**config.mk**
```make
export PLATFORM = sky130hd
export DESIGN_NAME = hex_keypad_scanner
export DESIGN_NICKNAME = d
export VERILOG_FILES = /design/src/rtl/keypad_pkg.sv /design/src/rtl/keypad_scan_timer.sv /design/src/rtl/hex_keypad_scanner.sv
export SDC_FILE = /design/constraint.sdc
export NUM_CORES = 1
export LEC_CHECK = 0
export ABC_AREA = 1
export CORE_MARGIN = 3
export CORE_UTILIZATION = 31
export DETAILED_ROUTE_END_ITERATION = 12
export MAX_ROUTING_LAYER = met4
export PLACE_DENSITY = 0.51
export SLEW_MARGIN = 20
export SYNTH_ARGS = -nofsm -noshare
export SYNTH_HDL_FRONTEND = slang
export SYNTH_SLANG_ARGS = --single-unit
```
**constraint.sdc**
```tcl
create_clock -name sys_clk -period 4.19 [get_ports sys_clk]
set_input_delay 1.257 -clock sys_clk [delete_from_list [all_inputs] [get_ports sys_clk]]
set_output_delay 1.257 -clock sys_clk [all_outputs]
set_load 0.02 [all_outputs]
```
**src/rtl/keypad_pkg.sv**
```systemverilog
// keypad_pkg: shared types and constants for the 4x4 hex keypad scanner.
//   ROWS/COLS     keypad geometry
//   state_t       debounce FSM states
//   snap_kind_t   per-frame snapshot classification (none / one key / several keys)
//   snap_t        snapshot = classification + key code
//   KEY_MAP       16 nibbles indexed {row,col}; key_map() looks one up
package keypad_pkg;

  localparam int unsigned ROWS = 4;
  localparam int unsigned COLS = 4;

  typedef enum logic [1:0] {
    IDLE,
    PRESS_DB,
    PRESSED,
    REL_DB
  } state_t;

  typedef enum logic [1:0] {
    SNAP_NONE,
    SNAP_ONE,
    SNAP_MULTI
  } snap_kind_t;

  typedef struct packed {
    snap_kind_t kind;
    logic [3:0] code;
  } snap_t;

  // Entry {row,col} sits at bits [4*{row,col} +: 4].
  // r0: 1 2 3 A | r1: 4 5 6 B | r2: 7 8 9 C | r3: E 0 F D
  localparam logic [63:0] KEY_MAP = 64'hDF0E_C987_B654_A321;

  function automatic logic [3:0] key_map(input logic [1:0] row, input logic [1:0] col);
    return KEY_MAP[{row, col, 2'b00} +: 4];
  endfunction

endpackage

```
**src/rtl/keypad_scan_timer.sv**
```systemverilog
// keypad_scan_timer: row-slot timing for the keypad scan.
//   clk, rst        clock, synchronous active-high reset
//   row_n[3:0]      active-low row drive, exactly one bit low, rotates 1110->1101->1011->0111
//   row_idx[1:0]    index of the row currently driven
//   sample_stb      last cycle of a row slot: columns have settled, sample them now
//   frame_end_stb   sample_stb for row 3, i.e. the final sample of a frame
module keypad_scan_timer #(
  parameter int unsigned SCAN_CYCLES = 50000
) (
  input  logic       clk,
  input  logic       rst,
  output logic [3:0] row_n,
  output logic [1:0] row_idx,
  output logic       sample_stb,
  output logic       frame_end_stb
);

  localparam int unsigned CW = (SCAN_CYCLES > 1) ? $clog2(SCAN_CYCLES) : 1;
  localparam logic [CW-1:0] SLOT_LAST = CW'(SCAN_CYCLES - 1);

  logic [CW-1:0] slot_cnt;

  assign sample_stb    = (slot_cnt == SLOT_LAST);
  assign frame_end_stb = sample_stb && (row_idx == 2'd3);

  // Row drive is registered so the pins never glitch; it advances on the
  // cycle following the sample.
  always_ff @(posedge clk) begin
    if (rst) begin
      slot_cnt <= '0;
      row_idx  <= '0;
      row_n    <= 4'b1110;
    end else if (sample_stb) begin
      slot_cnt <= '0;
      row_idx  <= row_idx + 2'd1;
      row_n    <= {row_n[2:0], row_n[3]};
    end else begin
      slot_cnt <= slot_cnt + 1'b1;
    end
  end

endmodule

```
**src/rtl/hex_keypad_scanner.sv**
```systemverilog
// hex_keypad_scanner: scans a 4x4 hex keypad and delivers one debounced key
// code per press over a valid/ready handshake.
//   sys_clk, sys_rst   clock, synchronous active-high reset
//   row_n[3:0]         active-low row drive
//   col_n[3:0]         active-low column sense, asynchronous
//   key_code[3:0]      accepted code, stable while key_valid
//   key_valid          code available, held until key_ready
//   key_ready          consumer accepts on key_valid & key_ready
//   key_held           debounced "a single key is down"
//   overrun            sticky: a press was accepted while key_valid was pending
//   overrun_clr        one-cycle pulse clearing overrun (set wins)
module hex_keypad_scanner
  import keypad_pkg::*;
#(
  parameter int unsigned SCAN_CYCLES     = 50000,
  parameter int unsigned DEBOUNCE_FRAMES = 5
) (
  input  logic       sys_clk,
  input  logic       sys_rst,
  output logic [3:0] row_n,
  input  logic [3:0] col_n,
  output logic [3:0] key_code,
  output logic       key_valid,
  input  logic       key_ready,
  output logic       key_held,
  output logic       overrun,
  input  logic       overrun_clr
);

  localparam logic [3:0] DB_LAST = 4'(DEBOUNCE_FRAMES);

  logic [1:0] row_idx;
  logic       sample_stb;
  logic       frame_end_stb;

  keypad_scan_timer #(.SCAN_CYCLES(SCAN_CYCLES)) u_timer (
    .clk           (sys_clk),
    .rst           (sys_rst),
    .row_n         (row_n),
    .row_idx       (row_idx),
    .sample_stb    (sample_stb),
    .frame_end_stb (frame_end_stb)
  );

  // Two-flop column synchronizer; idle level is all released.
  logic [3:0] col_meta, col_sync;
  always_ff @(posedge sys_clk) begin
    if (sys_rst) begin
      col_meta <= '1;
      col_sync <= '1;
    end else begin
      col_meta <= col_n;
      col_sync <= col_meta;
    end
  end

  // Frame accumulator: saturating hit count (0, 1, 2+) and the code of the
  // first hit. The frame snapshot folds in the row-3 sample combinationally.
  logic [1:0] acc_hits, acc_hits_next, hits_row;
  logic [3:0] acc_code, acc_code_next;
  logic [2:0] hit_sum;
  logic [1:0] col_sel;
  logic [3:0] pressed;
  int         n_pressed;
  snap_t      snap;

  always_comb begin
    pressed   = ~col_sync;
    n_pressed = $countones(pressed);
    col_sel   = '0;
    for (int unsigned c = 0; c < COLS; c++) begin
      if (pressed[c]) col_sel = 2'(c);
    end
    hits_row      = (n_pressed >= 2) ? 2'd2 : 2'(n_pressed);
    hit_sum       = {1'b0, acc_hits} + {1'b0, hits_row};
    acc_hits_next = (hit_sum >= 3'd2) ? 2'd2 : hit_sum[1:0];
    acc_code_next = acc_code;
    if (hits_row == 2'd1 && acc_hits == 2'd0) acc_code_next = key_map(row_idx, col_sel);
    snap.code = acc_code_next;
    case (acc_hits_next)
      2'd0:    snap.kind = SNAP_NONE;
      2'd1:    snap.kind = SNAP_ONE;
      default: snap.kind = SNAP_MULTI;
    endcase
  end

  always_ff @(posedge sys_clk) begin
    if (sys_rst || frame_end_stb) begin
      acc_hits <= '0;
      acc_code <= '0;
    end else if (sample_stb) begin
      acc_hits <= acc_hits_next;
      acc_code <= acc_code_next;
    end
  end

  // Debounce FSM
  state_t     state, state_next;
  logic [3:0] cnt, cnt_next;
  logic [3:0] cand, cand_next;
  logic       accept;

  always_ff @(posedge sys_clk) begin
    if (sys_rst) begin
      state <= IDLE;
      cnt   <= '0;
      cand  <= '0;
    end else begin
      state <= state_next;
      cnt   <= cnt_next;
      cand  <= cand_next;
    end
  end

  // MULTI snapshots leave state and counter untouched in every state.
  always_comb begin
    state_next = state;
    cnt_next   = cnt;
    cand_next  = cand;
    accept     = 1'b0;
    if (frame_end_stb) begin
      unique case (state)
        IDLE: begin
          if (snap.kind == SNAP_ONE) begin
            cand_next = snap.code;
            if (DB_LAST <= 4'd1) begin
              state_next = PRESSED;
              cnt_next   = '0;
              accept     = 1'b1;
            end else begin
              state_next = PRESS_DB;
              cnt_next   = 4'd1;
            end
          end
        end
        PRESS_DB: begin
          if (snap.kind == SNAP_NONE) begin
            state_next = IDLE;
            cnt_next   = '0;
          end else if (snap.kind == SNAP_ONE) begin
            if (snap.code == cand) begin
              if (cnt + 4'd1 >= DB_LAST) begin
                state_next = PRESSED;
                cnt_next   = '0;
                accept     = 1'b1;
              end else begin
                cnt_next = cnt + 4'd1;
              end
            end else begin
              cand_next = snap.code;
              cnt_next  = 4'd1;
            end
          end
        end
        PRESSED: begin
          if (snap.kind == SNAP_NONE) begin
            if (DB_LAST <= 4'd1) begin
              state_next = IDLE;
              cnt_next   = '0;
            end else begin
              state_next = REL_DB;
              cnt_next   = 4'd1;
            end
          end
        end
        REL_DB: begin
          if (snap.kind == SNAP_NONE) begin
            if (cnt + 4'd1 >= DB_LAST) begin
              state_next = IDLE;
              cnt_next   = '0;
            end else begin
              cnt_next = cnt + 4'd1;
            end
          end else if (snap.kind == SNAP_ONE) begin
            state_next = PRESSED;
            cnt_next   = '0;
          end
        end
      endcase
    end
  end

  always_comb begin
    key_held = (state == PRESSED) || (state == REL_DB);
  end

  // Output handshake: an accepted code loads only if the slot is free or
  // being drained this cycle; otherwise the old code stays and overrun sets.
  always_ff @(posedge sys_clk) begin
    if (sys_rst) begin
      key_code  <= '0;
      key_valid <= 1'b0;
      overrun   <= 1'b0;
    end else begin
      if (accept && (!key_valid || key_ready)) begin
        key_code  <= cand_next;
        key_valid <= 1'b1;
      end else if (key_valid && key_ready) begin
        key_valid <= 1'b0;
      end
      if (accept && key_valid && !key_ready) overrun <= 1'b1;
      else if (overrun_clr)                  overrun <= 1'b0;
    end
  end

endmodule
```
; Word level (Yosys, flattened, before mapping)
; Cells that the tools add are included.
; W data, S select, Z words.
[totals]
regBits = 52
input_bits = 8
out_inout_bits = 11
[classes]
n_mux = 42
bitwise = 1
n_eq_ne = 16
reduce_logical = 20
magnitude_cmp = 3
addsub = 7
n_shift = 1
[ops]
columns = operator, n
row1 = $shiftx A64 B7 Y4 const A, 1
row2 = $mux W4, 14
row3 = $mux W2, 13
row4 = $add A16 B1 Y16 const B, 1
row5 = $eq A16 B16 Y1 const B, 1
row6 = $pmux W4 S4, 1
row7 = $ne A3 B3 Y1 const B, 5
row8 = $mux W1, 11
row9 = $eq A2 B1 Y1 const B, 4
row10 = $logic_not A2 Y1, 4
row11 = $pmux W2 S4, 1
row12 = $pmux W4 S2, 1
row13 = $reduce_and A8 Y1, 1
row14 = $add A2 B2 Y3, 2
row15 = $eq A2 B2 Y1 const B, 3
row16 = $ge A3 B2 Y1 const B, 2
row17 = $logic_and A1 B1 Y1, 6
row18 = $reduce_and A5 Y1, 1
row19 = $add A1 B1 Y2, 2
row20 = $add A4 B1 Y4 const B, 1
row21 = $eq A4 B4 Y1, 1
row22 = $ge A4 B3 Y1 const B, 1
row23 = $ne A2 B2 Y1 const B, 2
row24 = $not A4 Y4, 1
row25 = 6 further kinds, 10

; Longest topological paths before layout
[logic_depth]
depth_word = 18
mapped_depth = 21
depth_no_buf = 21

; Modules after synthesis
; From an unflattened synthesis, not the netlist that was laid out.
[hier_totals]
cells_unflattened = 422
hier_area_um2 = 3012.9
[modules_own_cells]
columns = module, seq_area_each_um2, n_inst, area_each_um2, cells_per_inst
row1 = hex_keypad_scanner, 600.6, 1, 1849.3, 264
row2 = keypad_scan_timer, 440.4, 1, 1163.6, 158

; Worst setup path after synthesis
; OpenSTA, ideal clock, no wires.
[synth_path]
kind = register -> register
startpoint = reg col_sync[0]
endpoint = reg with a tool-made name
setup_slack_ns = 1.081
setup_ns = 0.110
path_stages_with_launch = 22
arrival_ns = 2.998
cell_sequence = dfxtp_1 -> fa_1 -> inv_1 -> ha_1 -> inv_1 -> ha_1 -> nand2_1 -> inv_1 -> ha_1 -> inv_1 -> fa_1 -> nand2_1 -> nor2_1 -> inv_1 -> nor2_1 -> nand2_1 -> a21oi_1 -> nor3_2 -> nand3_1 -> nand2_1 -> inv_1 -> nor2_1
[synth_lines]
columns = element, line
row1 = "start, declared", hex_keypad_scanner.sv:46  ; logic [3:0] col_meta, col_sync;
row2 = "start signal, assigned", hex_keypad_scanner.sv:53  ; col_sync <= col_meta;

==> results_dict.tcl <==
set metrics [dict create \
    clkTransAtPathRegs_ns 0.09 \
    drtAntennaViolNets 0 \
    reg2reg_from "col_sync[3]$_SDFF_PP1_" \
    die_area_um2 10400 \
    hold_buffers 0 \
    post_cts_buffers 0 \
    fin_ws_ns 0.827 \
    cts_sinks 52 \
    fin_crit_ns 3.36 \
    clock_tree.root_cell "clkbuf_8" \
    cp_max_fo 6 \
    fillers 934 \
    critPathArrivalTime_ns 3.57 \
    ys_seq_elements 52 \
    setup_violations 0 \
    postSynthCellCount 402 \
    fin_crit_sh_pct 80.3 \
    io_pins 19 \
    area_delta_synth_final_pct 14.1 \
    routabilityCongestion 0.804 \
    fin_nets 445 \
    grt-ovfl-total 0 \
    crit_type "reg -> reg" \
    die_y_um 102 \
    multi_input_area_um2 1570 \
    dp_hpwl_um 4660 \
    fin_tns_setup_ns 0 \
    synth_area_um2 2870 \
    synth.avg_cell_area_um2 7.13 \
    slew_violations 0 \
    async_flop_share_pct 0 \
    grt_max_degree 16 \
    max-vdd-ir-drop_uv 138 \
    initial_core_util_pct 32.4 \
    core-area_um2 8850 \
    layout-drive-gt1-share_pct 13.7 \
    grt_pass1_wl_um 10300 \
    n_antenna_cell 0 \
    hp-class "reg -> reg" \
    clock_latency_ns 0.30 \
    clock_skew_ns 0.0123 \
    post_cts_resized 0 \
    numCtsBuffers 5 \
    yosysSeqAreaShare_pct 36.3 \
    vias 2451 \
    crit_path_end_kind "register" \
    clk_path_buf_depth 2 \
    holdWs_ns 0.413 \
    via_per_inst 4.61 \
    required_ns 4.40 \
    status "completed" \
    antenna_found_initial 0 \
    startpoint_type "register" \
    hp-start "col_meta[3]$_SDFF_PP1_" \
    grt_pass1_vias 2279 \
    yosys_warnings 0 \
    synth_cell_type_count 36 \
    slew_headroom_pct 66.7 \
    utilization_pct 36.9 \
    num_rows 34 \
    htree_levels 2 \
    drtIter0Drc 77 \
    p_total_w 0.000964 \
    worst_pin_slew_ns 0.499 \
    pre_cts_ws_ns 0.816 \
    synth_edf_count 0 \
    seqCellArea_um2 1040 \
    portBuffers 18 \
    drt_wl_total_um 5870 \
    cts_tree "done" \
    fmax_mhz 297 \
    drc 0 \
    wl_per_cell_um 11.0 \
    grt_usage_pct 12.7 \
    rsz0062_at_grt "no" \
    powerDensity_nw_per_um2 295 \
    finalHoldViolCount 0 \
    ys.flop_type "dfxtp_1" \
    drt_pass1_iterations 4 \
    syn_nets 424 \
    p_leak_nw 1.39 \
    die-width_um 102 \
    critPathLaunch "col_sync[3]$_SDFF_PP1_" \
    max_cap_viol_count 0 \
]
## power by group
group	internal [W]	total [W]	switching, W
registers	0.000500	0.000503	0.00000327
logic	0.0000421	0.000118	0.0000758
clock network	0.000178	0.000343	0.000165
## per-stage QoR
stage,instances,cell area [µm²]
final,532,3270
after global placement,524,3160
after floorplan,402,2870
after detailed placement,524,3160
after global routing,532,3270
after CTS,532,3270
## Yosys cell counts, types with 2 or more instances
| cell | count | area (µm²) |
|---|---|---|
| ha_1 | 12 | 150 |
| clkbuf_1 | 3 | 11.3 |
| nand2_4 | 2 | 22.5 |
| o21ai_0 | 12 | 60.1 |
| or2_2 | 8 | 50.1 |
| nand4_1 | 6 | 37.5 |
| nand2_1 | 86 | 323 |
| a31oi_1 | 2 | 12.5 |
| fa_1 | 2 | 40.0 |
| nand3b_1 | 4 | 30.0 |
| o21a_1 | 2 | 15.0 |
| nor3_1 | 3 | 15.0 |
| nand3_2 | 5 | 50.1 |
| dfxtp_1 | 52 | 1040 |
| xor2_1 | 2 | 17.5 |
| nor2_1 | 50 | 188 |
| inv_1 | 51 | 191 |
| xnor2_1 | 2 | 17.5 |
| nor2_2 | 5 | 31.3 |
| nand3_1 | 31 | 155 |
| a21oi_1 | 25 | 125 |
| nand2_2 | 9 | 56.3 |
| inv_2 | 10 | 37.5 |
| nor2_4 | 6 | 67.6 |
## critical path, stage by stage, from the launching register on
cell and delay [ns]:
dfxtp_1 0.37, fa_1 0.50, inv_1 0.04, ha_1 0.16, inv_1 0.05, ha_1 0.19, nand2_1 0.07, inv_1 0.06
ha_1 0.13, inv_1 0.04, fa_1 0.48, nand2_1 0.11, nor2_1 0.15, inv_1 0.07, nor2_1 0.12, nand2_1 0.08
a21oi_1 0.33, nor3_2 0.09, nand3_1 0.11, nand2_1 0.05, inv_1 0.05, nor2_1 0.03
## worst paths after layout
kind | endpoint | slack [ns] | cells past startpoint
setup reg to reg | register | 0.83 | 21
hold reg to reg | col_sync[3]$_SDFF_PP1_ | 0.41 | 1
hold / removal | col_sync[3]$_SDFF_PP1_ | 0.41 | 1
setup / recovery | register | 0.83 | 21
## layer usage
metal	wire (µm)	part of all wire (%)	vias up	track usage, %
met5	0	0	-	-
met4	59	1.0	0	3.94
met3	130	2.2	5	2.53
met2	2730	47	21	19.9
met1	2950	50	1113	16.5
li1	-	-	1312	-
## layout make-up
class,instances,area share (%)
Clock buffer,6,2.22
Clock inverter,2,1.07
Inverter,61,7.00
Multi-Input combinational cell,284,48.0
Sequential cell,52,31.8
Tap cell,108,4.13
Timing Repair Buffer,19,5.74
## state kept, by name, indices dropped and copies added (netlist names), named ones only
| name | cells |
|---|---|
| u_timer.row_n | 4 |
| cand | 4 |
| acc_code | 4 |
| state | 1 |
| cnt | 4 |
| key_valid | 1 |
| u_timer.row_idx | 2 |
| overrun | 1 |
| u_timer.slot_cnt | 16 |
| key_code | 4 |
| col_meta | 4 |
| col_sync | 4 |
| acc_hits | 2 |
## cell usage in the layout (no fill, tap or decap), drive strengths merged, types with 2 or more instances in the layout
master / netlist / final
clkdlybuf4s50: 0 / 18
xnor2: 2 / 2
nand3: 37 / 37
fa: 2 / 2
a21oi: 25 / 25
xor2: 2 / 2
a31oi: 2 / 2
ha: 12 / 12
clkbuf: 3 / 6
or2: 9 / 9
nor2: 62 / 62
nand4: 6 / 6
nand3b: 4 / 4
dfxtp: 52 / 52
nand2: 97 / 97
nor3: 5 / 5
o21a: 2 / 2
o21ai: 13 / 13
inv: 61 / 61
## logic make-up after synthesis
kind of cell               share of synthesized area, %
AOI/OAI and AO/OA                                  8.42
xor gates and xnor gates                           1.22
adders and majority gates                          6.63
buffers and inverters                              8.95
DFF                                                36.3
and+or+nand+nor                                    38.5
No activity file was read; power rests on OpenSTA's default activity.
